## config.mk

```make
export PLATFORM = sky130hd
export DESIGN_NAME = mem_port_arbiter
export DESIGN_NICKNAME = d
export VERILOG_FILES = /design/src/rtl/mem_port_arbiter_pkg.sv /design/src/rtl/mem_port_arbiter_arb_pick.sv /design/src/rtl/mem_port_arbiter.sv
export SDC_FILE = /design/constraint.sdc
export NUM_CORES = 1
export LEC_CHECK = 0
export ABC_AREA = 1
export BUFFER_PORTS_ARGS = -buffer_cell sky130_fd_sc_hd__buf_2
export CAP_MARGIN = 20
export CORE_AREA = 2 2 324 326
export CTS_BUF_LIST = sky130_fd_sc_hd__clkbuf_2
export DETAILED_ROUTE_END_ITERATION = 16
export DIE_AREA = 0 0 326 328
export PLACE_DENSITY = 0.3
export SYNTH_ARGS = -nofsm -noshare
export SYNTH_HDL_FRONTEND = slang
export SYNTH_HIERARCHICAL = 1
export SYNTH_SLANG_ARGS = --single-unit
```

## constraint.sdc

```tcl
create_clock -name clk -period 1.7 [get_ports clk]
set_input_delay 0.51 -clock clk [delete_from_list [all_inputs] [get_ports clk]]
set_output_delay 0.51 -clock clk [all_outputs]
set_load 0.005 [all_outputs]
```

## src/rtl/mem_port_arbiter_pkg.sv

```systemverilog
// -----------------------------------------------------------------------------
// lc3b_types
// Shared types for the LC-3b memory subsystem: word and line widths, the
// arbiter state encoding and the owner encoding used by mem_port_arbiter.
// Optional feature macro used by importers: MEM_ARB_RR_EN.
// -----------------------------------------------------------------------------
package lc3b_types;

  typedef logic [15:0]  lc3b_word;
  typedef logic [127:0] lc3b_line;

  typedef enum logic [1:0] {
    ARB_IDLE = 2'd0,
    ARB_BUSY = 2'd1,
    ARB_DONE = 2'd2
  } arb_state_t;

  localparam logic ARB_OWNER_I = 1'b0;
  localparam logic ARB_OWNER_D = 1'b1;

  // A source asserting read and write together is treated as a write.
  function automatic logic arb_op_is_write(input logic rd, input logic wr);
    arb_op_is_write = wr | (rd & wr);
  endfunction

endpackage

```

## src/rtl/mem_port_arbiter_arb_pick.sv

```systemverilog
// -----------------------------------------------------------------------------
// arb_pick
// Combinational winner select between the I-cache and D-cache requests.
// With MEM_ARB_RR_EN defined a tie goes to the side that was not served last;
// otherwise a tie always goes to the D-cache and no history input exists.
// Ports:
//   i_req_i  - I-cache has a request pending
//   i_req_d  - D-cache has a request pending
//   i_last   - (MEM_ARB_RR_EN only) owner of the previous grant
//   o_valid  - at least one request pending
//   o_owner  - winning side (ARB_OWNER_I / ARB_OWNER_D)
// -----------------------------------------------------------------------------
module arb_pick
  import lc3b_types::*;
(
  input  logic i_req_i,
  input  logic i_req_d,
`ifdef MEM_ARB_RR_EN
  input  logic i_last,
`endif
  output logic o_valid,
  output logic o_owner
);

  // Winner selection with tie-break.
  always_comb begin
    o_valid = i_req_i | i_req_d;
    o_owner = ARB_OWNER_I;
    if (i_req_i && i_req_d) begin
`ifdef MEM_ARB_RR_EN
      o_owner = ~i_last;
`else
      o_owner = ARB_OWNER_D;
`endif
    end else if (i_req_d) begin
      o_owner = ARB_OWNER_D;
    end else begin
      o_owner = ARB_OWNER_I;
    end
  end

endmodule

```

## src/rtl/mem_port_arbiter.sv

```systemverilog
// -----------------------------------------------------------------------------
// mem_port_arbiter
// Shares the single physical-memory port between the I-cache and D-cache.
// The winning request's operation, address and write line are latched in IDLE
// and drive physical memory from registers while BUSY. The pmem response and
// read line are routed back to the owner only; a DONE bubble cycle follows so
// the served cache can drop its request before the next grant.
// Optional feature: MEM_ARB_RR_EN (round-robin tie-break; default is fixed
// D-cache priority on ties).
// Ports:
//   clk, rst_n                               - clock, async active-low reset
//   i_read/i_write/i_address/i_wdata         - I-cache request
//   i_rdata/i_resp                           - I-cache response
//   d_read/d_write/d_address/d_wdata         - D-cache request
//   d_rdata/d_resp                           - D-cache response
//   pmem_read/pmem_write/pmem_address/pmem_wdata - physical-memory command
//   pmem_rdata/pmem_resp                     - physical-memory response
// -----------------------------------------------------------------------------
module mem_port_arbiter
  import lc3b_types::*;
(
  input  logic     clk,
  input  logic     rst_n,
  input  logic     i_read,
  input  logic     i_write,
  input  lc3b_word i_address,
  input  lc3b_line i_wdata,
  output lc3b_line i_rdata,
  output logic     i_resp,
  input  logic     d_read,
  input  logic     d_write,
  input  lc3b_word d_address,
  input  lc3b_line d_wdata,
  output lc3b_line d_rdata,
  output logic     d_resp,
  output logic     pmem_read,
  output logic     pmem_write,
  output lc3b_word pmem_address,
  output lc3b_line pmem_wdata,
  input  lc3b_line pmem_rdata,
  input  logic     pmem_resp
);

  arb_state_t r_state;
  logic       r_owner;
  logic       r_op_wr;
  lc3b_word   r_addr;
  lc3b_line   r_wdata;
`ifdef MEM_ARB_RR_EN
  logic       r_last;
`endif

  logic w_valid;
  logic w_owner;
  logic w_busy;
  logic w_done_i;
  logic w_done_d;

  arb_pick u_pick (
    .i_req_i (i_read | i_write),
    .i_req_d (d_read | d_write),
`ifdef MEM_ARB_RR_EN
    .i_last  (r_last),
`endif
    .o_valid (w_valid),
    .o_owner (w_owner)
  );

  // Arbiter FSM: latch the winner in IDLE, hold it through BUSY, bubble in DONE.
  always_ff @(posedge clk or negedge rst_n) begin
    if (!rst_n) begin
      r_state <= ARB_IDLE;
      r_owner <= ARB_OWNER_I;
      r_op_wr <= 1'b0;
      r_addr  <= 16'h0000;
      r_wdata <= 128'h0;
`ifdef MEM_ARB_RR_EN
      r_last  <= ARB_OWNER_I;
`endif
    end else begin
      case (r_state)
        ARB_IDLE: begin
          if (w_valid) begin
            r_owner <= w_owner;
            r_state <= ARB_BUSY;
`ifdef MEM_ARB_RR_EN
            r_last  <= w_owner;
`endif
            if (w_owner == ARB_OWNER_D) begin
              r_op_wr <= arb_op_is_write(d_read, d_write);
              r_addr  <= d_address;
              r_wdata <= d_wdata;
            end else begin
              r_op_wr <= arb_op_is_write(i_read, i_write);
              r_addr  <= i_address;
              r_wdata <= i_wdata;
            end
          end else begin
            r_state <= ARB_IDLE;
          end
        end
        ARB_BUSY: begin
          // Completion does not depend on the owner still requesting.
          if (pmem_resp) begin
            r_state <= ARB_DONE;
          end else begin
            r_state <= ARB_BUSY;
          end
        end
        ARB_DONE: begin
          r_state <= ARB_IDLE;
        end
        default: begin
          r_state <= ARB_IDLE;
        end
      endcase
    end
  end

  // Output decode: pmem command only from registers, responses gated to owner.
  always_comb begin
    w_busy       = (r_state == ARB_BUSY);
    w_done_i     = w_busy & pmem_resp & (r_owner == ARB_OWNER_I);
    w_done_d     = w_busy & pmem_resp & (r_owner == ARB_OWNER_D);
    pmem_read    = w_busy & ~r_op_wr;
    pmem_write   = w_busy & r_op_wr;
    pmem_address = w_busy ? r_addr : 16'h0000;
    pmem_wdata   = w_busy ? r_wdata : 128'h0;
    i_resp       = w_done_i;
    d_resp       = w_done_d;
    i_rdata      = (w_busy && (r_owner == ARB_OWNER_I)) ? pmem_rdata : 128'h0;
    d_rdata      = (w_busy && (r_owner == ARB_OWNER_D)) ? pmem_rdata : 128'h0;
  end

endmodule

```

======== After elaboration in Yosys (flattened, before gate mapping) ========
Index checks and enable logic that the tools add are counted.
cells by class
  reductions and logical operators ........ 5
  bitwise gates (word level) .............. 14
  eq/ne operators ......................... 1
  muxes and demuxes ....................... 12
operators by type and width
  cell                  count
  $mux W128             4
  $mux W16              2
  $and A1 B1 Y1         7
  $or A1 B1 Y1          5
  $mux W1               4
  $pmux W2 S2           1
  $logic_and A1 B1 Y1   3
  $eq A2 B1 Y1 const B  1
  $logic_not A2 Y1      1
  $mux W2               1
  $not A1 Y1            2
  $reduce_and A2 Y1     1
word-level totals
  register bits after elaboration ......... 148
  output and inout port bits .............. 404

======== Logic depth before layout (Yosys ltp) ========
  depth after elaboration ................. 4
  gate-level depth with buffers ........... 9
  gate-level depth less buffers ........... 7

======== By module ========
Netlist, hierarchy kept.
by module, submodules not included
  module            sequential area each (µm²)  cells an instance  times used  area an instance (µm²)
  mem_port_arbiter  3,703.6                     1,820              1           10,159.7
  arb_pick          0.0                         4                  1           15.0

======== Least setup slack after synthesis ========
No wires, ideal clock.
  kind .................................... input -> register
  start point ............................. in d_write
  end point ............................... reg r_wdata[107]
  buffers on the path ..................... 3
  arrival ................................. 1.576 ns
  required time ........................... 1.635 ns
  slack ................................... 0.059 ns
  cell stages on the path ................. 9
  path through ............................ or2_2 clkbuf_1 inv_2 buf_2 buf_2 nand2_1 nand2_1 nand2_1 nand2_1
on the way
  word-level cells in the longest chain between the ends .. 4
  elaborated cells between the ends (all ways) .. 7
ends and longest elaborated chain
  element                                         line                                                              source
  start, declared                                 mem_port_arbiter.sv:31                                            input logic d_write,
  $or A1 B1 Y1 *                                  mem_port_arbiter.sv:61                                            .i_req_d (d_read | d_write),
  $mux W1 or $logic_and A1 B1 Y1 (tied branches)  mem_port_arbiter_arb_pick.sv:35, mem_port_arbiter_arb_pick.sv:29
  $mux W1 *                                       mem_port_arbiter_arb_pick.sv:29                                   if (i_req_i && i_req_d) begin
  via w_owner                                     mem_port_arbiter.sv:54                                            logic w_owner;
  $mux W128 *                                     mem_port_arbiter.sv:89                                            if (w_owner == ARB_OWNER_D) begin
  end signal, assigned                            mem_port_arbiter.sv:92                                            r_wdata <= d_wdata;
  end signal, assigned                            mem_port_arbiter.sv:96                                            r_wdata <= i_wdata;
  end, declared                                   mem_port_arbiter.sv:48                                            lc3b_line r_wdata;
Mark *: on every way through the listed nets, which the timed path passes. The rest lies on a longest branch.
A chain may end at the register's enable or synchronous reset.

======== Worst setup path in the final report ========
  start point ............................. reg r_state[1]
  end point ............................... out i_rdata[101]
on the way
  word-level cells in the longest chain between the ends .. 3
ends and longest elaborated chain
  element                 line                     source
  start, declared         mem_port_arbiter.sv:44   arb_state_t r_state;
  start signal, assigned  mem_port_arbiter.sv:72   r_state <= ARB_IDLE;
  start signal, assigned  mem_port_arbiter.sv:85   r_state <= ARB_BUSY;
  start signal, assigned  mem_port_arbiter.sv:99   r_state <= ARB_IDLE;
  $eq A2 B1 Y1            mem_port_arbiter.sv:122  w_busy = (r_state == ARB_BUSY);
  $logic_and A1 B1 Y1     mem_port_arbiter.sv:131  i_rdata = (w_busy && (r_owner == ARB_OWNER_I)) ? pmem_rdata : 128'h0;
  $mux W128               mem_port_arbiter.sv:131
  end, declared           mem_port_arbiter.sv:28   output lc3b_line i_rdata,
No other way between the ends.

==> results.md <==
- R2R Path Start: r_state[0]$_DFF_PN0_
- Worst Hold Class: in2reg
- Worst R2R End: r_addr[12]$_DFFE_PN0P_
- Vias in the first global route: 15400
- Post-synthesis register bit count: around 150
- H-tree levels: 4
- First-pass GRT wire length: 104000 um
- Gpl congestion: 0.8361
- Starting Density: 9.859%
- Least-Margin Pin Slew: between 800 and 900 ps
- Sequential area share after synthesis: 36.40%
- Max rail drop VDD: around 0.47 mV
- MaxCap Viol Count: 0
- WS Path Type: reg2out
- Final net count: approximately 3400
- Total vias in the final route: 14900
- Syn Area/Cell: between 5 and 6 um^2
- Die area: between 0.1 and 0.15 mm^2
- Final ANT Viol Nets: 0
- Clock latency on the worst-skew pair: 1060 ps
- Reg2Reg Depth: 7
- Residual DRC: 0
- Initial DRC count: 510
- Leakage: 12.62 nW
- Worst clock skew: 42.76 ps
- Rows: 118
- Post-synthesis cell count: 1824
- Synth warn: 6
- Root Driver: clkbuf_2
- Syn_nets: 2247
- Pin count of the biggest net entering global routing: 80
- Hold wc startpoint: i_read
- Synth area leader: dfrtp_1
- Post-synthesis simple-gate area fraction: 47.64%
- Worst-path clk slew: 240 ps
- Total track usage: 13.51%
- Max Fclk: 0.3313 GHz
- Routed wire per std cell: 16.97 um
- Flop2flop setup slack: -220 ps
- Final setup violation count: 541
- Crit share post-route: 177.6%
- Total gr overflow: 0
- Adder-cell area share of the yosys netlist: 0%
- Sink Count: 148
- Initial antenna violation count: 32
- Post-synthesis cell type count: 14
- Worst setup EP type: output pin
- Slew margin rel.: between 40% and 50%
- Final setup margin: -1319 ps
- Vias per inst: 3.388
- Critical path required time: 1190 ps
- Io pins: 827
- Synth top area cells: dfrtp_1 (36%), nand2_1 (32%), nor2_1 (15%)
- Crit start category: register
- Largest family of logic cells by synthesized area: simple AND/OR/NAND/NOR gates
- Compound-gate portion of the synthesized area: 0.04919%
- Minimum clock period: 3019 ps
- Netlist Area Pre-Place: 0.01017 mm^2
- Hpwl dp: ~62000 um
- Max Slew Vio Count: 0
- Commonest non-fill, non-tap cell in the layout: nand2_1
- P&R area growth vs syn: 106.5%
- Max clock buf depth: 2
- WL final: 74660 um
- Pre-antenna DRT Iters: 5
- Area share of the largest cell type after synthesis: 36.40%
- Pwr Density: 1237 mW/mm^2
- Worst Path Max Fanout: 37
- Die span in x: 326 um
- Hold Crit Depth: 7
- Commonest cells after routing, fill and taps aside: nand2_1 (874), buf_2 (800), nor2_1 (318)
- Port buffer count: 826
- CTS tree: yes
- Failing checks: negative setup slack
- Post-synthesis xor/xnor area fraction: 0%
- Final TNS setup: -482420 ps
- Die Height: 328 um
- CTS buffer count: 17
- Hold Path Sink: r_owner$_DFFE_PN0P_
- Outcome: finished, violations left
- Share of layout cells above drive strength 1: 36.20%
- Post-synthesis mux area share: 0%
- Final hold violation count: 0
- CP arrival: 2510 ps
- PnR Total Power: 26.00 mW
- Unrepaired setup endpoints after global routing: true
- CORE AREA: approximately 0.10 mm^2
==> per-stage QoR <==
step	instances	setup WS [ps]	utilization [%]	area, um^2	hold slack [ps]
final	4399	-1319	20.36	21010	247.1
after global routing	4397	-1614	20.36	21010	100.5
after floorplan	1824	59.11	-	10170	214.4
after global placement	4046	-571.7	16.28	16810	466.6
after CTS	4386	-1602	20.10	20740	13.88
after detailed placement	4046	-624.7	16.28	16810	464.5
==> Yosys cell counts <==
cell type,instances
buf_1,4
buf_2,55
buf_4,25
clkbuf_1,23
dfrtp_1,148
inv_1,277
inv_2,4
nand2_1,877
nand3_1,1
nand4_1,1
nor2_1,405
nor2_4,1
o21ai_0,1
or2_2,2
==> cells by family after synthesis <==
group | Yosys count
AOI/OAI and AO/OA | 1
buffers and inverters | 388
DFF | 148
and+or+nand+nor | 1287
==> per-layer routing <==
| layer | share of wire, % | global-route usage, % | vias up |
|---|---|---|---|
| met2 | 54 | 26.45 | 525 |
| met5 | 0.094 | 0 | - |
| li1 | - | - | 7498 |
| met1 | 37 | 13.71 | 6770 |
| met3 | 6.5 | 3.786 | 97 |
| met4 | 2.6 | 4.087 | 12 |
==> critical path, cell delays in order, from the launching register on <==
cell     delay [ps]
dfrtp_1         450
inv_2            80
nand2_4          80
inv_4            90
buf_4           110
nand2_4          60
buf_12          170
nor2_1          240
buf_2           160
==> final cells by class <==
class,instances,area [um^2]
sequential,148,3704
multi-input combinational,1288,5296
timing repair buffer,1259,8919
antenna,11,27.53
clock inverter,13,183.9
fill,12050,82190
inverter,281,1062
clock buffer,19,95.09
tap,1380,1727
==> worst max path at each step <==
stage	from	end	slack (ps)
6_report	r_state[1]$_DFF_PN0_	i_rdata[101]	-1320
5_1_grt	r_state[1]$_DFF_PN0_	d_rdata[80]	-1610
4_1_cts	r_state[1]$_DFF_PN0_	d_rdata[63]	-1600
3_5_place_dp	d_write	r_addr[11]$_DFFE_PN0P_	-620
3_3_place_gp	d_write	r_wdata[104]$_DFFE_PN0P_	-570
2_1_floorplan	d_write	r_wdata[107]$_DFFE_PN0P_	60
==> registers in the layout (all words and copies together) (netlist names) <==
signal / count
r_state: 2
r_addr: 16
r_op_wr: 1
r_wdata: 128
r_owner: 1
==> report_power, final <==
group	switching, mW	internal (mW)
clock network	1.61	0.981
logic	9.60	7.68
registers	0.939	5.19
total	12.2	13.8
==> what timing repair did <==
item | 4_1_cts | 5_1_grt
gates cloned | 5 | 1
buffers inserted | 6 | 1
hold buffers | 299 | 0
pin swaps | 1 | 0
endpoints found under the setup margin | 549 | 549
resized for setup | 131 | 68
hold endpoints to repair | 295 | 0
Note: power is estimated with default switching activity, not from simulation.
